--- config.mk ---
export PLATFORM = sky130hd
export DESIGN_NAME = fnd_display_arbiter_flat
export DESIGN_NICKNAME = d
export VERILOG_FILES = /design/src/rtl/fnd_display_arbiter_if.sv /design/src/rtl/fnd_display_arbiter.sv /design/src/flat_wrapper.sv
export SDC_FILE = /design/constraint.sdc
export NUM_CORES = 1
export LEC_CHECK = 0
export CAP_MARGIN = 20
export CORE_MARGIN = 2
export CORE_UTILIZATION = 50
export DETAILED_ROUTE_END_ITERATION = 10
export PLACE_DENSITY = 0.77
export SYNTH_ARGS = -nofsm -noshare
export SYNTH_HDL_FRONTEND = slang
export SYNTH_SLANG_ARGS = --single-unit
export TNS_END_PERCENT = 50
--- constraint.sdc ---
create_clock -name i_clk -period 2.16 [get_ports i_clk]
set_clock_uncertainty 0.05 [all_clocks]
set_input_delay 0.432 -clock i_clk [delete_from_list [all_inputs] [get_ports i_clk]]
set_output_delay 0.432 -clock i_clk [all_outputs]
set_load 0.005 [all_outputs]
--- src/rtl/fnd_display_arbiter_if.sv ---
// ---------------------------------------------------------------------------
// fnd_display_arbiter_if
//
// Purpose:
//   Bundles the data and handshake signals that run between the FND display
//   arbiter and its neighbours. The neighbours are the BLDC PI controller,
//   the protection logic and the FND controller. Clock and reset are not
//   part of the bundle; they stay plain ports on the arbiter.
//
// Signals:
//   i_speed_value     [15:0]  live motor speed, hex
//   i_setpoint_value  [15:0]  current setpoint
//   i_setpoint_strobe         one-cycle pulse, setpoint changed
//   i_fault                   fault level from protection logic
//   i_fault_code      [15:0]  fault code, valid while i_fault=1
//   i_fault_clear             one-cycle fault clear request
//   o_value           [15:0]  value shown on the FND (registered)
//   o_src             [1:0]   0=speed, 1=setpoint, 2=fault
//   o_blank                   1 blanks every digit
//   o_fault_latched           sticky fault flag
//
// Modports:
//   master : upstream/downstream side (drives i_*, observes o_*)
//   slave  : the arbiter itself (reads i_*, drives o_*)
// ---------------------------------------------------------------------------
interface fnd_display_arbiter_if;

    logic [15:0] i_speed_value;
    logic [15:0] i_setpoint_value;
    logic        i_setpoint_strobe;
    logic        i_fault;
    logic [15:0] i_fault_code;
    logic        i_fault_clear;

    logic [15:0] o_value;
    logic [1:0]  o_src;
    logic        o_blank;
    logic        o_fault_latched;

    modport master (
        output i_speed_value,
        output i_setpoint_value,
        output i_setpoint_strobe,
        output i_fault,
        output i_fault_code,
        output i_fault_clear,
        input  o_value,
        input  o_src,
        input  o_blank,
        input  o_fault_latched
    );

    modport slave (
        input  i_speed_value,
        input  i_setpoint_value,
        input  i_setpoint_strobe,
        input  i_fault,
        input  i_fault_code,
        input  i_fault_clear,
        output o_value,
        output o_src,
        output o_blank,
        output o_fault_latched
    );

endinterface

--- src/rtl/fnd_display_arbiter.sv ---
// ---------------------------------------------------------------------------
// fnd_display_arbiter
//
// Purpose:
//   Chooses the 16-bit value that drives the 4-digit FND controller, and
//   decides when that value changes. There are three sources:
//     - live speed: the default. It is resampled once per refresh period so
//       the digits stay readable.
//     - setpoint overlay: shown for a hold time after the last setpoint
//       strobe, then the display falls back to speed.
//     - fault code: sticky and blinking. It stays until an explicit clear
//       arrives while the fault input is low.
//   Every output is registered. A decision taken in one cycle appears on
//   the outputs at the next rising edge.
//
// Parameters:
//   REFRESH_CYCLES  period between speed samples
//   HOLD_CYCLES     setpoint overlay duration after the last strobe
//   BLINK_CYCLES    fault blink half-period
//   CNT_W           counter width, must hold max(...)-1 of the above
//
// Ports:
//   i_clk    system clock
//   i_reset  asynchronous, active-low reset
//   bus      fnd_display_arbiter_if.slave (data inputs, display outputs)
// ---------------------------------------------------------------------------
module fnd_display_arbiter #(
    parameter int REFRESH_CYCLES = 5_000_000,
    parameter int HOLD_CYCLES    = 200_000_000,
    parameter int BLINK_CYCLES   = 25_000_000,
    parameter int CNT_W          = 28
) (
    input  logic                        i_clk,
    input  logic                        i_reset,
    fnd_display_arbiter_if.slave        bus
);

    // The state encoding doubles as the o_src code, so o_src can be driven
    // straight from the state register. Code 3 is never reached.
    typedef enum logic [1:0] {
        ST_SPEED    = 2'd0,
        ST_SETPOINT = 2'd1,
        ST_FAULT    = 2'd2
    } state_t;

    // Terminal counts. Every counter wraps at these values, never at 2^CNT_W.
    localparam logic [CNT_W-1:0] REFRESH_LAST = CNT_W'(REFRESH_CYCLES - 1);
    localparam logic [CNT_W-1:0] HOLD_LAST    = CNT_W'(HOLD_CYCLES - 1);
    localparam logic [CNT_W-1:0] BLINK_LAST   = CNT_W'(BLINK_CYCLES - 1);
    localparam logic [CNT_W-1:0] CNT_ONE      = CNT_W'(1);

    state_t           state;
    state_t           state_nx;
    logic [CNT_W-1:0] refresh_cnt;
    logic [CNT_W-1:0] refresh_cnt_nx;
    logic [CNT_W-1:0] hold_cnt;
    logic [CNT_W-1:0] hold_cnt_nx;
    logic [CNT_W-1:0] blink_cnt;
    logic [CNT_W-1:0] blink_cnt_nx;
    logic [15:0]      value_q;
    logic [15:0]      value_nx;
    logic             blank_q;
    logic             blank_nx;
    logic             latched_q;
    logic             latched_nx;

    // State and output registers. Reset is asynchronous, so a reset in the
    // middle of operation clears everything at once, including a latched
    // fault and its captured code.
    always_ff @(posedge i_clk or negedge i_reset) begin
        if (!i_reset) begin
            state       <= ST_SPEED;
            refresh_cnt <= '0;
            hold_cnt    <= '0;
            blink_cnt   <= '0;
            value_q     <= 16'h0000;
            blank_q     <= 1'b0;
            latched_q   <= 1'b0;
        end else begin
            state       <= state_nx;
            refresh_cnt <= refresh_cnt_nx;
            hold_cnt    <= hold_cnt_nx;
            blink_cnt   <= blink_cnt_nx;
            value_q     <= value_nx;
            blank_q     <= blank_nx;
            latched_q   <= latched_nx;
        end
    end

    // Next-state and next-output logic.
    //
    // A new fault is checked first and beats a strobe or clear in the same
    // cycle. Once the latch is set, the fault input is ignored until the
    // fault is cleared, so the first captured code stays on the display.
    //
    // Only the counter that belongs to the current state advances. The
    // other two counters are parked at zero, which also gives each state
    // the "restart at 0 on entry" behaviour with no extra logic.
    //
    // Blank defaults to 0 and is held only inside FAULT, so every exit
    // from FAULT un-blanks the display on the same edge.
    always_comb begin
        state_nx       = state;
        refresh_cnt_nx = '0;
        hold_cnt_nx    = '0;
        blink_cnt_nx   = '0;
        value_nx       = value_q;
        blank_nx       = 1'b0;
        latched_nx     = latched_q;

        if (bus.i_fault && !latched_q) begin
            state_nx   = ST_FAULT;
            value_nx   = bus.i_fault_code;
            latched_nx = 1'b1;
        end else begin
            unique case (state)
                ST_SPEED: begin
                    if (bus.i_setpoint_strobe) begin
                        state_nx = ST_SETPOINT;
                        value_nx = bus.i_setpoint_value;
                    end else if (refresh_cnt == REFRESH_LAST) begin
                        value_nx = bus.i_speed_value;
                    end else begin
                        refresh_cnt_nx = refresh_cnt + CNT_ONE;
                    end
                end

                ST_SETPOINT: begin
                    // A repeated strobe reloads the value and restarts the
                    // hold. Setpoint changes without a strobe are not shown.
                    if (bus.i_setpoint_strobe) begin
                        value_nx = bus.i_setpoint_value;
                    end else if (hold_cnt == HOLD_LAST) begin
                        state_nx = ST_SPEED;
                        value_nx = bus.i_speed_value;
                    end else begin
                        hold_cnt_nx = hold_cnt + CNT_ONE;
                    end
                end

                ST_FAULT: begin
                    // A clear is honoured only after the protection logic
                    // has dropped the fault. Strobes seen here are dropped,
                    // not queued.
                    if (bus.i_fault_clear && !bus.i_fault) begin
                        state_nx   = ST_SPEED;
                        value_nx   = bus.i_speed_value;
                        latched_nx = 1'b0;
                    end else begin
                        blank_nx = blank_q;
                        if (blink_cnt == BLINK_LAST) begin
                            blank_nx = ~blank_q;
                        end else begin
                            blink_cnt_nx = blink_cnt + CNT_ONE;
                        end
                    end
                end

                default: begin
                    // The unused encoding falls back to the speed display.
                    state_nx   = ST_SPEED;
                    value_nx   = bus.i_speed_value;
                    latched_nx = 1'b0;
                end
            endcase
        end
    end

    // Outputs come straight from registers. o_src is the state register
    // itself, so it changes on the same edge as the state.
    assign bus.o_value         = value_q;
    assign bus.o_src           = state;
    assign bus.o_blank         = blank_q;
    assign bus.o_fault_latched = latched_q;

endmodule

--- src/flat_wrapper.sv ---
// flat-port wrapper written by rule: the top's interface ports become plain ports
module fnd_display_arbiter_flat 
#(
    parameter int REFRESH_CYCLES = 5_000_000,
    parameter int HOLD_CYCLES    = 200_000_000,
    parameter int BLINK_CYCLES   = 25_000_000,
    parameter int CNT_W          = 28
)
  (i_clk, i_reset, bus_i_speed_value, bus_i_setpoint_value, bus_i_setpoint_strobe, bus_i_fault, bus_i_fault_code, bus_i_fault_clear, bus_o_value, bus_o_src, bus_o_blank, bus_o_fault_latched);
  fnd_display_arbiter_if bus_i ();
  input  logic i_clk;
  input  logic i_reset;
  input wire logic [$bits(bus_i.i_speed_value)-1:0] bus_i_speed_value;
  input wire logic [$bits(bus_i.i_setpoint_value)-1:0] bus_i_setpoint_value;
  input wire logic [$bits(bus_i.i_setpoint_strobe)-1:0] bus_i_setpoint_strobe;
  input wire logic [$bits(bus_i.i_fault)-1:0] bus_i_fault;
  input wire logic [$bits(bus_i.i_fault_code)-1:0] bus_i_fault_code;
  input wire logic [$bits(bus_i.i_fault_clear)-1:0] bus_i_fault_clear;
  output wire logic [$bits(bus_i.o_value)-1:0] bus_o_value;
  output wire logic [$bits(bus_i.o_src)-1:0] bus_o_src;
  output wire logic [$bits(bus_i.o_blank)-1:0] bus_o_blank;
  output wire logic [$bits(bus_i.o_fault_latched)-1:0] bus_o_fault_latched;
  assign bus_i.i_speed_value = bus_i_speed_value;
  assign bus_i.i_setpoint_value = bus_i_setpoint_value;
  assign bus_i.i_setpoint_strobe = bus_i_setpoint_strobe;
  assign bus_i.i_fault = bus_i_fault;
  assign bus_i.i_fault_code = bus_i_fault_code;
  assign bus_i.i_fault_clear = bus_i_fault_clear;
  assign bus_o_value = bus_i.o_value;
  assign bus_o_src = bus_i.o_src;
  assign bus_o_blank = bus_i.o_blank;
  assign bus_o_fault_latched = bus_i.o_fault_latched;
  fnd_display_arbiter #(.REFRESH_CYCLES(REFRESH_CYCLES), .HOLD_CYCLES(HOLD_CYCLES), .BLINK_CYCLES(BLINK_CYCLES), .CNT_W(CNT_W)) u_core (.i_clk(i_clk), .i_reset(i_reset), .bus(bus_i));
endmodule
==> results of run 1 <==
[power by group through the flow]
stage	Sequential (mW)	Combinational [mW]	Clock (mW)
floorplan	2.30	0.489	0
global placement	2.31	1.08	0
detailed placement	2.32	1.11	0
CTS	2.28	1.12	1.17
global route	2.30	1.24	1.25
finish	2.28	1.13	1.13
[cells in the mapped netlist]
cell	number	area, µm²
nand3_1	30	150
nand3_4	1	17.5
buf_2	11	55.1
nand2b_1	2	12.5
mux2i_1	16	160
nor4b_1	1	8.76
and4bb_2	1	12.5
mux2_1	16	180
o21ai_0	20	100
or4_1	2	15.0
o31ai_4	1	21.3
nor4_1	13	81.3
nand4_1	27	169
clkbuf_1	7	26.3
a21oi_1	4	20.0
nor2_1	95	357
xor2_1	43	377
and4_1	11	96.3
and2_1	4	25.0
nor3_1	13	65.1
or2_1	1	6.26
dfrtp_1	104	2600
ha_1	3	37.5
buf_6	1	11.3
nand4bb_1	1	11.3
or3_1	3	18.8
and4b_1	1	10.0
a211oi_1	1	7.51
and3_1	13	81.3
nor4_2	2	25.0
o211ai_1	1	7.51
nand2_1	44	165
xnor2_1	33	289
inv_1	9	33.8
or2_2	1	6.26
nor2b_1	1	6.26
nor4bb_1	1	10.0
[kinds of logic after synthesis]
family          share of synthesized area, %
compound gates                          2.96
simple gates                            25.6
buf+inv                                 2.39
fa+ha+maj                              0.711
xor+xnor                                12.6
flops                                   49.3
mux                                     6.45
[sequential cells by signal (all words and copies together), names as in the netlist]
signal                      cells
u_core.bus.o_fault_latched      1
u_core.bus.o_blank              1
u_core.bus.o_value             16
u_core.hold_cnt                28
u_core.refresh_cnt             28
u_core.blink_cnt               28
u_core.bus.o_src                2
[what timing repair did]
action / CTS / global route
resized for setup: 0 / 3
setup endpoints to repair: 0 / 16
endpoints found under the hold margin: 0 / 0
setup buffers: 0 / 1
[final cells by class]
cell class	instances	area (µm²)	share of cell area (%)
clock buffers	12	155	2.35
well taps	136	170	2.58
flip-flops and latches	104	2600	39.4
multi-input cells	406	2570	38.9
inverters	9	33.8	0.511
repair buffers	109	1050	15.8
clock inverters	4	28.8	0.436
[worst max-delay path: cells and delay by family, from the launching register on]
kind                   cells  cell delay (ps)
muxes                      1              310
and+or+nand+nor            3              710
buffers and inverters      1              160
AOI/OAI and AO/OA          1              320
DFF                        1              400
[worst paths after layout]
check / endpoint
setup / recovery: u_core.bus.o_value[5]
hold / removal: u_core.hold_cnt[16]
setup reg to reg: u_core.bus.o_value[5]
hold reg to reg: u_core.refresh_cnt[0]
max in group asynchronous: u_core.refresh_cnt[8]
min in group i_clk: u_core.refresh_cnt[0]
[layer usage]
layer | vias to the layer above | routed length, µm
met5 | - | 0
met4 | 0 | 142
met3 | 14 | 456
met2 | 87 | 5790
met1 | 2073 | 5140
li1 | 2059 | -
[metrics by stage]
step | power, mW | area (µm²)
4_1_cts | 4.57 | 6570
5_1_grt | 4.79 | 6610
2_1_floorplan | 2.79 | 5280
3_3_place_gp | 3.39 | 6390
6_report | 4.54 | 6610
3_5_place_dp | 3.43 | 6390
==> key figures, run 1 <==
Outcome
  • Status: complete, no violations

Power and ir drop
  • Reg power frac: roughly half
  • Sw frac: between 20% and 30%
  • Psw: approximately 1.3 mW
  • Leakage: ~2.7 nW
  • P_int: around 3.3 mW
  • PD cells: 688 nW/µm²
  • Clk pwr share: 25.0%
  • Max VDD drop: between 0.5 and 0.6 mV
  • Combinational Power Share: 24.9%

STA
  • Min cycle time layout: roughly 2100 ps
  • Setup-failing EPs final: 0
  • Final Hold Fails: 0
  • Fmax: 480 MHz
  • Slew @ Worst Pin: roughly 560 ps
  • Slew Viols, Final: 0
  • Hold WS: 31.2 ps
  • Tcrit/Tclk final: a little over nine tenths
  • Final worst slack: just under 80 ps
  • Slew headroom: roughly 63%
  • Setup TNS: 0 ps

Synth
  • Net Count, Synth: a little under 600
  • Syn Area/Cell: approximately 10 µm²
  • Cell count after synthesis: 538
  • Library cells used by synthesis: 37
  • Warnings from Yosys: 0
  • Synthesis-stage register bit count: between 100 and 150
  • Cell area after synthesis: about 5300 µm²
  • Sequential share of the synthesized area: 49.3%

Routing
  • First-pass iteration count of the detailed router: 5
  • Antenna Nets Post-Route: 0
  • Via count: 4233
  • Drt total wl: ~12000 µm
  • Vias/cell: about 5.4
  • Starting DRT DRC Count: 286
  • Drt drc: 0
  • Drt wl/cell: approximately 15 µm

Placed design
  • # port buffers: 72
  • Gpl congestion: ~0.85
  • HPWL after DPL: slightly above 8000 µm
  • Inst Count DP: about 760
  • Pre-CTS worst setup slack: -247 ps

GRT
  • Via count of the first global-routing pass: roughly 4200
  • Total GRT Usage: 21.5%
  • Top Usage Layer GRT: met2
  • Largest net degree at the start of global routing: about 110
  • GR Util met3: approximately 4.3%
  • Met2 GRT Util: roughly 37%
  • Met1 Use GR: a little over a quarter
  • GRT overflow: 0
  • Initial antenna violation count: 0
  • First-pass GRT wire length: 19600 µm

Critical path
  • CP required: 2360 ps
  • Startpoint types: register
  • Nature of the critical path endpoint: register
  • Crit Path Category: reg -> reg
  • CP Max Fanout: 16
  • Critical Path, Cell by Cell: nor4_1 -> nand4_1 -> o31ai_4 -> nand3_4 -> buf_12 -> mux2_1
  • R2r worst-path depth: 6
  • Reg2reg setup slack: 80 ps
  • WP data arrival: approximately 2300 ps
  • RR Startpoint: u_core.refresh_cnt[10]
  • CP max stage delay: ~400 ps
  • Crit-path slowest cell: dfrtp_1
  • Critical Path Start: u_core.refresh_cnt[10]

Finish
  • Most frequent cells in the layout: dfrtp_1 (104), nor2_1 (94), clkdlybuf4s50_1 (71)
  • Filler cells: 850
  • Most common cell after layout, fill and taps aside: dfrtp_1
  • Layout cells sized above 1: roughly a tenth
  • Nets@finish: approximately 700
  • Layout Utilization: 64.3%
  • Antenna cells: 0
  • P&R area growth vs syn: 25.1%
  • Fin cells: 780

Floorplanning
  • Die area: approximately 11000 µm²
  • Starting Density: roughly 51%
  • IO Count: 73
  • Num rows: 37
  • Die Width: 107 µm
  • Core area: 10300 µm²
  • Chip height: ~110 µm

Clock network
  • CTS tree: built
  • Clk sinks: approximately 100
  • Worst-Skew Late Latency: 380 ps
  • Post-CTS Hold Buffers: 0
  • Clk root buf: clkbuf_8
  • Clock slew at reported path FFs: around 100 ps
  • CTS H-tree lvls: 3
  • Cts bufs inserted: 9
  • Clock buffer depth: 2

Min path
  • HP Class: in -> async

Run
  • Max Cap Viol: 0
No activity file was read; power rests on OpenSTA's default activity.
==> inputs of run 2 (changes only) <==
Settings changed: CORE_MARGIN 2 to not set.
==> key figures, run 2 (same netlist as run 1, synthesis figures left out) <==
Outcome
  • Status: finished with violations (was complete, no violations)
  • Violated checks: negative setup slack

GRT
  • First-pass GRT wire length: 19600 µm (about the same)
  • Largest net degree at the start of global routing: 35 (was 105)
  • Total GRT Usage: 22.2% (was 21.5%)
  • Initial antenna violation count: 0 (unchanged)
  • Via count of the first global-routing pass: 4341 (was 4203)
  • GRT overflow: 0 (unchanged)

Critical path
  • Critical Path, Cell by Cell: ha_4 -> and3_4 -> nand4_1 -> o211ai_1 -> buf_4 -> nand3_4 -> mux2_4 (was nor4_1 -> nand4_1 -> o31ai_4 -> nand3_4 -> buf_12 -> mux2_1)
  • Nature of the critical path endpoint: register (unchanged)
  • WP data arrival: 2420 ps (was 2290 ps)
  • Crit Path Category: reg -> reg (unchanged)
  • Startpoint types: register (unchanged)
  • CP required: 2370 ps (was 2360 ps)
  • CP max stage delay: 430 ps (was 400 ps)
  • CP Max Fanout: 8 (was 16)
  • Crit-path slowest cell: dfrtp_1 (unchanged)

Routing
  • Starting DRT DRC Count: 247 (was 286)
  • Drt wl/cell: 15.2 µm (was 14.8 µm)
  • First-pass iteration count of the detailed router: 4 (was 5)
  • Drt total wl: 12000 µm (was 11500 µm)
  • Drt drc: 0 (unchanged)
  • Antenna Nets Post-Route: 0 (unchanged)
  • Via count: 4290 (was 4233)
  • Vias/cell: 5.46 (was 5.43)

Clock network
  • Clock buffer depth: 2 (unchanged)
  • Clock slew at reported path FFs: 100 ps (about the same)
  • Cts bufs inserted: 9 (unchanged)
  • Worst-Skew Late Latency: 370 ps (was 380 ps)
  • CTS tree: built (unchanged)
  • Clk root buf: clkbuf_8 (unchanged)
  • Clk sinks: 104 (unchanged)
  • CTS H-tree lvls: 3 (unchanged)

Floorplanning
  • Die area: 11000 µm² (was 11400 µm²)
  • IO Count: 73 (unchanged)
  • Core area: 10300 µm² (unchanged)
  • Num rows: 37 (unchanged)
  • Chip height: 105 µm (was 107 µm)
  • Die Width: 105 µm (was 107 µm)
  • Starting Density: 51.4% (unchanged)

Finish
  • Most common cell after layout, fill and taps aside: dfrtp_1 (unchanged)
  • Nets@finish: 700 (was 695)
  • Antenna cells: 0 (unchanged)
  • Largest registers: u_core.blink_cnt x28, u_core.hold_cnt x28, u_core.refresh_cnt x28 (unchanged)
  • Layout Utilization: 65.2% (was 64.3%)
  • Layout cells sized above 1: 11.7% (was 9.94%)
  • P&R area growth vs syn: 26.9% (was 25.1%)
  • Most frequent cells in the layout: dfrtp_1 (104), nor2_1 (94), clkdlybuf4s50_1 (71) (unchanged)

STA
  • Slew headroom: 66.5% (was 62.8%)
  • RSZ-0062 raised after global routing: true
  • Slew @ Worst Pin: 498 ps (was 558 ps)
  • Slew Viols, Final: 0 (unchanged)
  • Min cycle time layout: 2210 ps (was 2080 ps)
  • Setup-failing EPs final: 8 (was 0)
  • Final Hold Fails: 0 (unchanged)
  • Tcrit/Tclk final: 102% (was 96.4%)
  • Final worst slack: -47.9 ps (was 76.9 ps)
  • Fmax: 453 MHz (was 480 MHz)

Placed design
  • HPWL after DPL: 8380 µm (was 8190 µm)
  • # port buffers: 72 (unchanged)
  • Gpl congestion: 0.825 (was 0.854)
  • Pre-CTS worst setup slack: -311 ps (was -247 ps)

Min path
  • HP Class: reg -> reg (was in -> async)

Power and ir drop
  • Pwr Total: 4.79 mW (was 4.54 mW)
  • Leakage: 2.73 nW (was 2.67 nW)
  • Max VDD drop: 0.361 mV (was 0.532 mV)
  • PD cells: 715 nW/µm² (was 688 nW/µm²)

Run
  • Max Cap Viol: 0 (unchanged)
==> run 2: cell type report <==
class	instances	area, µm²
clock buffers	9	124
clock inverters	7	78.8
fillers	868	3580
inverters	9	33.8
multi-input cells	407	2620
flip-flops and latches	104	2600
well taps	136	170
repair buffers	113	1070
==> run 2: metrics by stage <==
step	hold slack, ps	instance area [µm²]	setup TNS [ps]	std cells
finish	408	6700	-321	785
global route	425	6700	-1310	785
CTS	413	6590	0	779
detailed placement	310	6380	-8560	762
global placement	305	6380	-4060	762
floorplan	86.4	5280	0	538
==> run 2: power by group <==
| group | total, mW | leakage (nW) | switching, mW | internal (mW) |
|---|---|---|---|---|
| Clock | 1.25 | 0.0982 | 0.696 | 0.550 |
| Sequential | 2.28 | 1.41 | 0.141 | 2.14 |
| Combinational | 1.26 | 1.23 | 0.528 | 0.733 |
| Total | 4.79 | 2.73 | 1.37 | 3.42 |
==> run 2: critical path, delay by kind of cell (launching register included) <==
family / cells / cell delay (ps)
muxes: 1 / 360
AOI/OAI and AO/OA: 1 / 400
buffers and inverters: 1 / 210
DFF: 1 / 430
and+or+nand+nor: 3 / 490
adders and majority gates: 1 / 170
==> run 2: timing repair <==
action / in CTS / in global routing
resized for setup: 0 / 12
setup endpoints to repair: 0 / 16
setup buffers: 0 / 5
hold buffers: 1 / 0
hold endpoints to repair: 21 / 0
==> run 2: routing by layer <==
layer	track usage [%]	up-vias	wire length (µm)
met5	0	-	0
met4	8.45	0	289
met3	4.68	24	499
met2	38.4	93	6010
met1	27.3	2102	5180
li1	-	2071	-
==> run 2: worst paths after layout <==
path                            depth (start not counted)               endpoint  slack, ps             startpoint
worst max-delay path                                    7  u_core.bus.o_value[7]        -50     u_core.hold_cnt[0]
worst min-delay path                                    1  u_core.refresh_cnt[0]        410  u_core.refresh_cnt[0]
worst max register to register                          7  u_core.bus.o_value[7]        -50     u_core.hold_cnt[0]
worst min register to register                          1  u_core.refresh_cnt[0]        410  u_core.refresh_cnt[0]
max in group asynchronous                               3    u_core.blink_cnt[7]        930                i_reset
min in group asynchronous                               2    u_core.hold_cnt[14]        450                i_reset
==> inputs of run 3 (changes only) <==
Settings changed: CORE_UTILIZATION 50 to 48, PLACE_DENSITY 0.77 to 0.74.
==> key figures, run 3 (same netlist as run 1, synthesis figures left out) <==
Clock network
  • Clk root buf: clkbuf_8 (unchanged)
  • CTS tree: built (unchanged)
  • Clk sinks: 104 (unchanged)
  • Clock buffer depth: 2 (unchanged)
  • Worst-Skew Late Latency: 370 ps (about the same)
  • Clock slew at reported path FFs: 90 ps (was 100 ps)
  • Cts bufs inserted: 9 (unchanged)
  • CTS H-tree lvls: 3 (unchanged)

STA
  • Slew headroom: 68.5% (was 66.5%)
  • Tcrit/Tclk final: 96.1% (was 102%)
  • Setup-failing EPs final: 0 (was 8)
  • Fmax: 482 MHz (was 453 MHz)
  • Slew Viols, Final: 0 (unchanged)
  • Slew @ Worst Pin: 468 ps (was 498 ps)
  • Min cycle time layout: 2080 ps (was 2210 ps)
  • Setup TNS: 0 ps (was -321 ps)
  • Final Hold Fails: 0 (unchanged)

GRT
  • First-pass GRT wire length: 19000 µm (was 19600 µm)
  • Total GRT Usage: 21.0% (was 22.2%)
  • GRT overflow: 0 (unchanged)
  • Via count of the first global-routing pass: 4066 (was 4341)
  • Largest net degree at the start of global routing: 61 (was 35)
  • Initial antenna violation count: 0 (unchanged)

Power and ir drop
  • Max VDD drop: 0.404 mV (was 0.361 mV)
  • PD cells: 679 nW/µm² (was 715 nW/µm²)
  • Pwr Total: 4.49 mW (was 4.79 mW)
  • Leakage: 2.69 nW (was 2.73 nW)

Routing
  • Vias/cell: 5.31 (was 5.46)
  • Uppermost layer routed: met4 (unchanged)
  • Met1 wire length: 5040 µm (was 5180 µm)
  • Antenna Nets Post-Route: 0 (unchanged)
  • Met2 WL: 5600 µm (was 6010 µm)
  • Met3 routed WL: 342 µm (was 499 µm)
  • Starting DRT DRC Count: 207 (was 247)
  • Via count: 4166 (was 4290)
  • Drt total wl: 11200 µm (was 12000 µm)
  • Drt wl/cell: 14.3 µm (was 15.2 µm)
  • First-pass iteration count of the detailed router: 4 (unchanged)
  • Drt drc: 0 (unchanged)

Finish
  • Most frequent cells in the layout: dfrtp_1 (104), nor2_1 (94), clkdlybuf4s50_1 (71) (unchanged)
  • Filler cells: 872 (was 868)
  • Reg area: 2600 µm² (unchanged)
  • Multi-input gate area: 2570 µm² (was 2620 µm²)
  • Most common cell after layout, fill and taps aside: dfrtp_1 (unchanged)
  • Layout cells sized above 1: 10.0% (was 11.7%)
  • P&R area growth vs syn: 25.4% (was 26.9%)
  • Antenna cells: 0 (unchanged)
  • Fin cells: 784 (was 785)
  • Cell area after layout: 6620 µm² (was 6700 µm²)
  • Nets@finish: 699 (was 700)
  • Largest registers: u_core.blink_cnt x28, u_core.hold_cnt x28, u_core.refresh_cnt x28 (unchanged)

Critical path
  • Worst setup endpoint: u_core.bus.o_value[13] (was u_core.bus.o_value[7])
  • RR Startpoint: u_core.refresh_cnt[16] (was u_core.hold_cnt[0])
  • CP required: 2360 ps (was 2370 ps)
  • Crit Path Category: reg -> reg (unchanged)
  • CP Max Fanout: 16 (was 8)
  • R2r worst-path depth: 6 (was 7)
  • Critical Path Start: u_core.refresh_cnt[16] (was u_core.hold_cnt[0])
  • WP data arrival: 2270 ps (was 2420 ps)
  • Worst R2R End: u_core.bus.o_value[13] (was u_core.bus.o_value[7])
  • Startpoint types: register (unchanged)
  • Reg2reg setup slack: 80 ps (was -50 ps)
  • Nature of the critical path endpoint: register (unchanged)

Floorplanning
  • Starting Density: 50.2% (was 51.4%)
  • IO Count: 73 (unchanged)
  • Num rows: 37 (unchanged)
  • Die area: 11400 µm² (was 11000 µm²)
  • Chip height: 107 µm (was 105 µm)
  • Core area: 10500 µm² (was 10300 µm²)
  • Die Width: 107 µm (was 105 µm)

Placed design
  • Inst Count DP: 763 (was 762)
  • Gpl congestion: 0.830 (was 0.825)
  • # port buffers: 72 (unchanged)
  • HPWL after DPL: 8220 µm (was 8380 µm)
  • DP Area: 6390 µm² (was 6380 µm²)

Outcome
  • Status: complete, no violations (was finished with violations)

Min path
  • HP Class: reg -> reg (unchanged)
  • Hold Startpoint: u_core.refresh_cnt[0] (unchanged)

Run
  • Max Cap Viol: 0 (unchanged)
run 3: final cells by class:
type,instances,share of cell area [%]
sequential,104,39.3
multi-input combinational,406,38.8
timing repair buffer,113,16.3
tap,136,2.57
clock buffer,13,2.25
inverter,9,0.510
clock inverter,3,0.265
run 3: metrics by stage:
| stage | hold WS [ps] | setup WS [ps] | util [%] |
|---|---|---|---|
| 2_1_floorplan | 86.4 | 94.1 | - |
| 3_3_place_gp | 284 | -221 | 60.8 |
| 3_5_place_dp | 286 | -240 | 60.8 |
| 4_1_cts | 407 | 93.6 | 62.8 |
| 5_1_grt | 430 | -6.70 | 63.0 |
| 6_report | 401 | 84.3 | 63.0 |
run 3: what timing repair did:
item	in CTS	in global routing
pin swaps	2	0
setup endpoints to repair	16	16
resized for setup	0	3
buffers inserted	3	1
hold endpoints to repair	19	0
hold buffers	1	0
run 3: worst min-delay path by stage:
stage / to / slack [ps] / cells past startpoint
floorplan: u_core.blink_cnt[0] / 90 / 0
finish: u_core.refresh_cnt[0] / 400 / 1
detailed placement: u_core.hold_cnt[14] / 290 / 1
global route: u_core.refresh_cnt[0] / 430 / 1
global placement: u_core.hold_cnt[14] / 280 / 1
CTS: u_core.hold_cnt[13] / 410 / 2
run 3: per-layer routing:
| metal | up-vias | global-route usage, % |
|---|---|---|
| met5 | - | 0 |
| met2 | 57 | 34.2 |
| met4 | 0 | 7.53 |
| li1 | 2062 | - |
| met1 | 2028 | 28.0 |
| met3 | 19 | 4.19 |
run 3: critical path: stages (launching register included):
cell and delay (ps):
dfrtp_1 440, nor4_1 350, nand4_1 210, o31ai_4 320, nand3_4 100, buf_12 160
mux2_1 310
run 3: where the power goes:
group	internal (mW)	switching [mW]
combinational	0.681	0.479
sequential	2.14	0.128
clock	0.449	0.617
